File: config.mk
export PLATFORM = sky130hd
export DESIGN_NAME = accel_job_sequencer
export DESIGN_NICKNAME = d
export VERILOG_FILES = /design/src/rtl/accel_job_sequencer.sv
export SDC_FILE = /design/constraint.sdc
export NUM_CORES = 1
export LEC_CHECK = 0
export CAP_MARGIN = 20
export CORE_MARGIN = 3
export CORE_UTILIZATION = 41
export CTS_BUF_LIST = sky130_fd_sc_hd__clkbuf_16
export DETAILED_ROUTE_END_ITERATION = 16
export PLACE_DENSITY = 0.77
export SKIP_LAST_GASP = 1
export SLEW_MARGIN = 10
export SYNTH_ARGS = -nofsm -noshare
export SYNTH_HDL_FRONTEND = slang
export SYNTH_SLANG_ARGS = --single-unit
File: constraint.sdc
create_clock -name clk -period 1.9 [get_ports clk]
set_clock_uncertainty 0.2 [all_clocks]
set_input_delay 0.285 -clock clk [delete_from_list [all_inputs] [get_ports clk]]
set_output_delay 0.285 -clock clk [all_outputs]
set_load 0.05 [all_outputs]
File: src/rtl/accel_job_sequencer.sv
// Host-side job sequencer: streams picture then weight words into the accelerator's ext
// memories, kicks the accelerator, waits for done (bounded), and hands the label to the CPU.
module accel_job_sequencer #(
  parameter int DATA_W      = 64,
  parameter int ADDR_W      = 7,
  parameter int PIC_WORDS   = 98,
  parameter int WGT_WORDS   = 128,
  parameter int TIMEOUT_CYC = 65535
) (
  input  logic              clk,
  input  logic              rst_n,
  input  logic              cmd_go,
  input  logic              cmd_skip_wgt,
  input  logic              s_valid,
  output logic              s_ready,
  input  logic [DATA_W-1:0] s_data,
  output logic              pic_we,
  output logic [ADDR_W-1:0] pic_addr,
  output logic              wgt_we,
  output logic [ADDR_W-1:0] wgt_addr,
  output logic [DATA_W-1:0] mem_data,
  output logic              acc_start,
  input  logic              acc_done,
  input  logic [3:0]        acc_label,
  output logic              res_valid,
  input  logic              res_ready,
  output logic [3:0]        res_label,
  output logic              res_timeout,
  output logic              seq_busy
);

  // One extra count bit so a full 2**ADDR_W word load reaches its last-word compare cleanly.
  localparam int CNT_W  = ADDR_W + 1;
  localparam int TCNT_W = $clog2(TIMEOUT_CYC);

  localparam logic [CNT_W-1:0]  PIC_LAST  = CNT_W'(PIC_WORDS - 1);
  localparam logic [CNT_W-1:0]  WGT_LAST  = CNT_W'(WGT_WORDS - 1);
  localparam logic [TCNT_W-1:0] TCNT_LAST = TCNT_W'(TIMEOUT_CYC - 1);

  typedef enum logic [2:0] {
    IDLE,
    LOAD_PIC,
    LOAD_WGT,
    FLUSH,
    START,
    WAIT,
    RESULT
  } state_t;

  state_t              state_reg;
  logic [CNT_W-1:0]    cnt_reg;
  logic [TCNT_W-1:0]   tcnt_reg;
  logic                skip_reg;
  logic                pic_we_reg;
  logic [ADDR_W-1:0]   pic_addr_reg;
  logic                wgt_we_reg;
  logic [ADDR_W-1:0]   wgt_addr_reg;
  logic [DATA_W-1:0]   mem_data_reg;
  logic                acc_start_reg;
  logic                res_valid_reg;
  logic [3:0]          res_label_reg;
  logic                res_timeout_reg;
  logic                load_state;
  logic                word_hs;

  // Ready is a pure state decode so the PIC->WGT boundary needs no bubble.
  assign load_state = (state_reg == LOAD_PIC) || (state_reg == LOAD_WGT);
  assign word_hs    = s_valid && load_state;

  assign s_ready     = load_state;
  assign seq_busy    = (state_reg != IDLE);
  assign pic_we      = pic_we_reg;
  assign pic_addr    = pic_addr_reg;
  assign wgt_we      = wgt_we_reg;
  assign wgt_addr    = wgt_addr_reg;
  assign mem_data    = mem_data_reg;
  assign acc_start   = acc_start_reg;
  assign res_valid   = res_valid_reg;
  assign res_label   = res_label_reg;
  assign res_timeout = res_timeout_reg;

  always_ff @(posedge clk) begin
    if (!rst_n) begin
      state_reg       <= IDLE;
      cnt_reg         <= '0;
      tcnt_reg        <= '0;
      skip_reg        <= 1'b0;
      pic_we_reg      <= 1'b0;
      pic_addr_reg    <= '0;
      wgt_we_reg      <= 1'b0;
      wgt_addr_reg    <= '0;
      mem_data_reg    <= '0;
      acc_start_reg   <= 1'b0;
      res_valid_reg   <= 1'b0;
      res_label_reg   <= '0;
      res_timeout_reg <= 1'b0;
    end else begin
      // Strobes are single-cycle pulses unless re-armed below.
      pic_we_reg    <= 1'b0;
      wgt_we_reg    <= 1'b0;
      acc_start_reg <= 1'b0;

      case (state_reg)
        IDLE: begin
          if (cmd_go) begin
            skip_reg  <= cmd_skip_wgt;
            cnt_reg   <= '0;
            state_reg <= LOAD_PIC;
          end
        end

        LOAD_PIC: begin
          if (word_hs) begin
            pic_we_reg   <= 1'b1;
            pic_addr_reg <= cnt_reg[ADDR_W-1:0];
            mem_data_reg <= s_data;
            if (cnt_reg == PIC_LAST) begin
              cnt_reg   <= '0;
              state_reg <= skip_reg ? FLUSH : LOAD_WGT;
            end else begin
              cnt_reg <= cnt_reg + CNT_W'(1);
            end
          end
        end

        LOAD_WGT: begin
          if (word_hs) begin
            wgt_we_reg   <= 1'b1;
            wgt_addr_reg <= cnt_reg[ADDR_W-1:0];
            mem_data_reg <= s_data;
            if (cnt_reg == WGT_LAST) begin
              cnt_reg   <= '0;
              state_reg <= FLUSH;
            end else begin
              cnt_reg <= cnt_reg + CNT_W'(1);
            end
          end
        end

        // The last write strobe is on the wire during FLUSH; start follows it.
        FLUSH: begin
          acc_start_reg <= 1'b1;
          state_reg     <= START;
        end

        START: begin
          tcnt_reg  <= '0;
          state_reg <= WAIT;
        end

        WAIT: begin
          if (acc_done) begin
            res_label_reg   <= acc_label;
            res_timeout_reg <= 1'b0;
            res_valid_reg   <= 1'b1;
            state_reg       <= RESULT;
          end else if (tcnt_reg == TCNT_LAST) begin
            res_label_reg   <= '0;
            res_timeout_reg <= 1'b1;
            res_valid_reg   <= 1'b1;
            state_reg       <= RESULT;
          end else begin
            tcnt_reg <= tcnt_reg + TCNT_W'(1);
          end
        end

        RESULT: begin
          if (res_ready) begin
            res_valid_reg <= 1'b0;
            state_reg     <= IDLE;
          end
        end

        default: state_reg <= IDLE;
      endcase
    end
  end

endmodule

==> results of run 1 <==
cell families after synthesis:
logic type / count (synthesis) / share of synthesized area [%]
AO/OA/AOI/OAI: 139 / 16.9
XOR/XNOR: 2 / 0.378
adder cells (fa/ha/maj): 4 / 1.08
buffers and inverters: 46 / 4.27
flip-flops: 115 / 49.7
multiplexers: 12 / 2.62
AND/OR/NAND/NOR: 255 / 25.0
metal layers:
metal | track usage, % | share of wire, % | vias to the layer above
met1 | 26.0 | 39 | 2410
met4 | 9.46 | 2.3 | 0
met3 | 5.88 | 5.7 | 28
met5 | 0 | 0 | -
li1 | - | - | 2447
met2 | 42.1 | 53 | 183
repair_timing:
item                                    4_1_cts  5_1_grt
pin swaps                                    24       19
setup buffers                                17        7
cloned                                        0        3
gates resized for setup                      46       25
endpoints found under the setup margin       27       99
worst max-delay path, stage by stage (launching register included):
cell	delay, ns
dfxtp_2	0.33
nand4_1	0.27
or4_4	0.52
buf_6	0.15
a211oi_4	0.25
xnor2_1	0.15
nor2_1	0.06
per-stage QoR:
step | setup TNS, ns | util, %
4_1_cts | -0.367 | 69.3
3_5_place_dp | -7.44 | 61.2
5_1_grt | -3.18 | 71.2
3_3_place_gp | -5.63 | 61.2
6_report | -1.16 | 71.2
2_1_floorplan | 0 | -
power by group through the flow:
| stage | combinational [W] | sequential, W | clock (W) |
|---|---|---|---|
| finish | 0.00150 | 0.00259 | 0.00304 |
| global route | 0.00158 | 0.00260 | 0.00320 |
| CTS | 0.00143 | 0.00259 | 0.00309 |
| detailed placement | 0.00135 | 0.00264 | 0 |
| global placement | 0.00132 | 0.00263 | 0 |
| floorplan | 0.000438 | 0.00298 | 0 |
synth_stat cells (4+ instances only):
cell type,instances,area (sq um)
ha_1,4,50.1
inv_1,9,33.8
nor3_1,8,40.0
o21ai_0,10,50.1
o21a_1,5,37.5
buf_2,11,55.1
a21oi_1,93,465
and2_1,4,25.0
clkbuf_1,23,86.3
or4_1,9,67.6
or3_1,9,56.3
nand2_1,162,608
a22oi_1,4,30.0
nor2_1,24,90.1
and3_1,5,31.3
nand3_1,12,60.1
dfxtp_1,115,2300
a211oi_1,5,37.5
mux2i_1,11,110
o31ai_1,5,37.5
cell type report:
class | instances | area [sq um] | area share (%)
Timing Repair Buffer | 256 | 2250 | 28.9
Clock buffer | 17 | 425 | 5.46
Tap cell | 140 | 175 | 2.25
Multi-Input combinational cell | 413 | 2420 | 31.1
Sequential cell | 115 | 2330 | 29.9
Clock inverter | 14 | 141 | 1.81
Inverter | 10 | 42.5 | 0.546
final timing paths:
path / endpoint / cells after the start / startpoint / slack (ns)
setup / recovery: tcnt_reg[13] / 6 / tcnt_reg[10] / -0.15
setup reg to reg: tcnt_reg[13] / 6 / tcnt_reg[10] / -0.15
hold / removal: mem_data[21] / 3 / s_data[21] / 0.23
hold reg to reg: mem_data[37] / 2 / mem_data[37] / 0.25
==> impl_metrics.env, run 1 <==
export IMPL_fin_ws_ns=-0.146
export IMPL_diodes=0
export IMPL_cts_buffers_inserted=17
export IMPL_dr_first_iter_drc_count=338
export IMPL_final_nets=892
export IMPL_clock_fmax_mhz=489
export IMPL_ys_ff_latch=115
export IMPL_area_growth_pct=68.2
export IMPL_drc=0
export IMPL_whs_ns=0.228
export IMPL_core_rowCount=38
export IMPL_drt_antenna_violating_nets=0
export IMPL_clock_latency_ns=0.41
export IMPL_gp_congestion=0.888
export IMPL_die_h_um=112
export IMPL_grt_start_max_net_pins=65
export IMPL_final_cell_mix="buf_4 (165), nand2_1 (161), dfxtp_1 (98), a21oi_1 (87), clkdlybuf4s50_1 (74)"
export IMPL_synth_edf_count=0
export IMPL_synthArstFlopShare_pct=0
export IMPL_die_area_sq_um=12600
export IMPL_post_route_period_util_pct=108
export IMPL_status="finished with violations"
export IMPL_internal_power_w=0.00506
export IMPL_finalHoldViolCount=0
export IMPL_cts_tree="built"
export IMPL_clk_pin_slew_worst_paths_ns=0.06
export IMPL_crit_type="flop to flop"
export IMPL_largest_register_ffs=64
export IMPL_drv_slew=0
export IMPL_fin_area_sq_um=7790
export IMPL_dr_total_vias=5068
export IMPL_final_common_cell="buf_4"
export IMPL_grt_use_total_pct=23.3
export IMPL_hp_class="input pin to flop"
export IMPL_tightest_slew_ns=0.493
export IMPL_violations="negative setup slack"
export IMPL_cp_required_ns=1.99
export IMPL_place_area_sq_um=6690
export IMPL_stdcell_count=965
export IMPL_first_global_vias=5023
export IMPL_start_util_pct=42.4
export IMPL_cp_arrival_ns=2.14
export IMPL_dp_cells=907
export IMPL_grt_pass1_wl_um=24100
export IMPL_nFillCells=831
export IMPL_pwr_share_clk_pct=42.7
export IMPL_cts_buffer_depth=2
export IMPL_yosys_warnings=0
export IMPL_port_buffer_count=163
export IMPL_avgSynthCellArea_sq_um=8.08
export IMPL_die_x_um=112
export IMPL_setup_viol=17
export IMPL_ir_drop_uv=506
export IMPL_globalRouteOverflowTotal=0
export IMPL_cts_sinks=115
export IMPL_synth_cell_types=51
export IMPL_synthCells=573
export IMPL_firstDrtPassIters=5
export IMPL_crit_fanout=4
export IMPL_syn_num_nets=652
export IMPL_ys_seq_area_share_pct=49.7
export IMPL_synthFlopType="dfxtp_1"
export IMPL_synthesis_area_sq_um=4630
export IMPL_cellLeakagePower_nw=3.11
export IMPL_slew_headroom_pct=66.9
export IMPL_p_seq_share_pct=36.3
export IMPL_p_sw_share_pct=29.1
export IMPL_viasPerCell=5.25
export IMPL_detailed_place_hpwl_um=10100
export IMPL_cts_hold_buf=0
export IMPL_p_switching_w=0.00207
export IMPL_drt_total_wl_um=15600
export IMPL_antenna_found_initial=0
export IMPL_ios=164
export IMPL_drive_above_1_share_pct=33.5
export IMPL_coreArea_sq_um=10900
export IMPL_p_comb_share_pct=21.0
export IMPL_end_kind="flop"
export IMPL_fin_crit_ns=2.05
export IMPL_preCtsSetupSlack_ns=-0.428
export IMPL_root_buffer="clkbuf_16"
export IMPL_p_per_area_nw_per_um2=916
export IMPL_htreeDepth=4
export IMPL_critPathLaunchType="flop"
export IMPL_wl_per_cell_um=16.2
export IMPL_grt_setup_unrepaired="yes"
export IMPL_p_total_w=0.00713
export IMPL_cap_violations=0
(Power assumes the default switching activity.)
==> inputs of run 2 (changes only) <==
- SKIP_LAST_GASP: 1 -> default
==> impl_metrics.env, run 2 (same netlist as run 1, synthesis figures left out) <==
export IMPL_drc=0
export IMPL_place_area_sq_um=6690
export IMPL_finalHoldViolCount=0
export IMPL_htreeDepth=4
export IMPL_tightest_slew_ns=0.499
export IMPL_nFillCells=829
export IMPL_wl_per_cell_um=16.1
export IMPL_dp_cells=907
export IMPL_drv_slew=0
export IMPL_status="finished with violations"
export IMPL_stdcell_count=964
export IMPL_antenna_found_initial=0
export IMPL_holdPathStages=3
export IMPL_coreArea_sq_um=10900
export IMPL_cts_buffers_inserted=17
export IMPL_cts_sinks=115
export IMPL_min_to="mem_data[21]"
export IMPL_drt_antenna_violating_nets=0
export IMPL_crit_fanout=6
export IMPL_cp_arrival_ns=2.12
export IMPL_die_h_um=112
export IMPL_regArea_sq_um=2330
export IMPL_grt_pass1_wl_um=24100
export IMPL_globalRouteOverflowTotal=0
export IMPL_hp_start="s_data[21]"
export IMPL_cts_buffer_depth=2
export IMPL_cts_hold_buf=0
export IMPL_multiInputGateArea_sq_um=2430
export IMPL_clk_pin_slew_worst_paths_ns=0.06
export IMPL_fin_crit_ns=2.03
export IMPL_rrSetupSlack_ns=-0.13
export IMPL_final_nets=891
export IMPL_cap_violations=0
export IMPL_viasPerCell=5.26
export IMPL_cellLeakagePower_nw=3.10
export IMPL_core_rowCount=38
export IMPL_root_buffer="clkbuf_16"
export IMPL_cp_required_ns=1.98
export IMPL_die_x_um=112
export IMPL_clock_latency_ns=0.41
export IMPL_p_per_area_nw_per_um2=915
export IMPL_r2r_start="tcnt_reg[0]"
export IMPL_hp_class="input pin to flop"
export IMPL_crit_type="flop to flop"
export IMPL_r2r_end="tcnt_reg[9]"
export IMPL_largest_register_ffs=64
export IMPL_dr_total_vias=5071
export IMPL_grt_use_total_pct=23.3
export IMPL_final_common_cell="buf_4"
export IMPL_diodes=0
export IMPL_clock_fmax_mhz=492
export IMPL_grt_setup_unrepaired="yes"
export IMPL_dr_first_iter_drc_count=315
export IMPL_drt_total_wl_um=15500
export IMPL_critPathLaunchType="flop"
export IMPL_setup_viol=17
export IMPL_grt_start_max_net_pins=65
export IMPL_end_kind="flop"
export IMPL_slew_headroom_pct=66.4
export IMPL_fin_area_sq_um=7790
export IMPL_area_growth_pct=68.2
export IMPL_violations="negative setup slack"
export IMPL_ios=164
export IMPL_ir_drop_uv=504
export IMPL_final_cell_mix="buf_4 (163), nand2_1 (161), dfxtp_1 (98), a21oi_1 (87), clkdlybuf4s50_1 (74)"
export IMPL_drive_above_1_share_pct=33.5
export IMPL_fin_ws_ns=-0.135
export IMPL_first_global_vias=5023
export IMPL_cts_tree="built"
export IMPL_start_util_pct=42.4
export IMPL_die_area_sq_um=12600
export IMPL_gp_congestion=0.888
export IMPL_reg2regPathDepth=8
export IMPL_post_route_period_util_pct=107
export IMPL_whs_ns=0.230
export IMPL_port_buffer_count=163
export IMPL_detailed_place_hpwl_um=10100
export IMPL_firstDrtPassIters=5
[run 2: where the power goes]
| part | internal (W) | switching, W |
|---|---|---|
| Combinational | 0.000621 | 0.000878 |
| Sequential | 0.00252 | 0.0000678 |
| Clock | 0.00191 | 0.00113 |
| Total | 0.00506 | 0.00207 |
[run 2: worst max-delay path by stage]
stage	startpoint	end	slack, ns	depth (start not counted)
global placement	acc_done	tcnt_reg[5]	-0.37	5
finish	tcnt_reg[0]	tcnt_reg[9]	-0.13	8
CTS	state_reg[1]	seq_busy	-0.05	4
floorplan	state_reg[2]	tcnt_reg[6]	0.003	7
detailed placement	acc_done	tcnt_reg[7]	-0.43	5
global route	tcnt_reg[0]	tcnt_reg[9]	-0.19	8
[run 2: critical path: stages, from the launching register on]
cell and delay, ns:
dfxtp_2 0.32, inv_2 0.07, ha_4 0.13, nand3_2 0.08, or4_4 0.56, a21oi_4 0.22, buf_6 0.16, or4_1 0.12
a21oi_1 0.06
[run 2: timing repair]
item,in CTS,in global routing
gates cloned,0,3
resized for setup,47,28
setup buffers,17,6
endpoints found under the setup margin,27,99
pin swaps,24,19
endpoints found under the hold margin,0,0
[run 2: layout make-up]
cell class                      count  share of cell area, %
Inverter                           10                  0.546
Multi-Input combinational cell    413                   31.2
Tap cell                          140                   2.25
Timing Repair Buffer              255                   28.8
Clock buffer                       17                   5.46
Sequential cell                   115                   29.9
Clock inverter                     14                   1.81
[run 2: routing by layer]
layer | vias to the layer above | GRT usage [%] | share of wire, %
li1 | 2444 | - | -
met4 | 0 | 9.46 | 2.5
met1 | 2401 | 26.0 | 38
met3 | 30 | 5.88 | 6.2
met2 | 196 | 42.1 | 53
met5 | - | 0 | 0
[run 2: through the flow]
stage	total power (W)	TNS [ns]	worst slack (ns)	util, %
2_1_floorplan	0.00342	0	0.00259	-
3_3_place_gp	0.00396	-5.63	-0.367	61.2
3_5_place_dp	0.00398	-7.44	-0.428	61.2
4_1_cts	0.00711	-0.365	-0.0483	69.3
5_1_grt	0.00739	-2.88	-0.194	71.3
6_report	0.00713	-1.03	-0.135	71.3
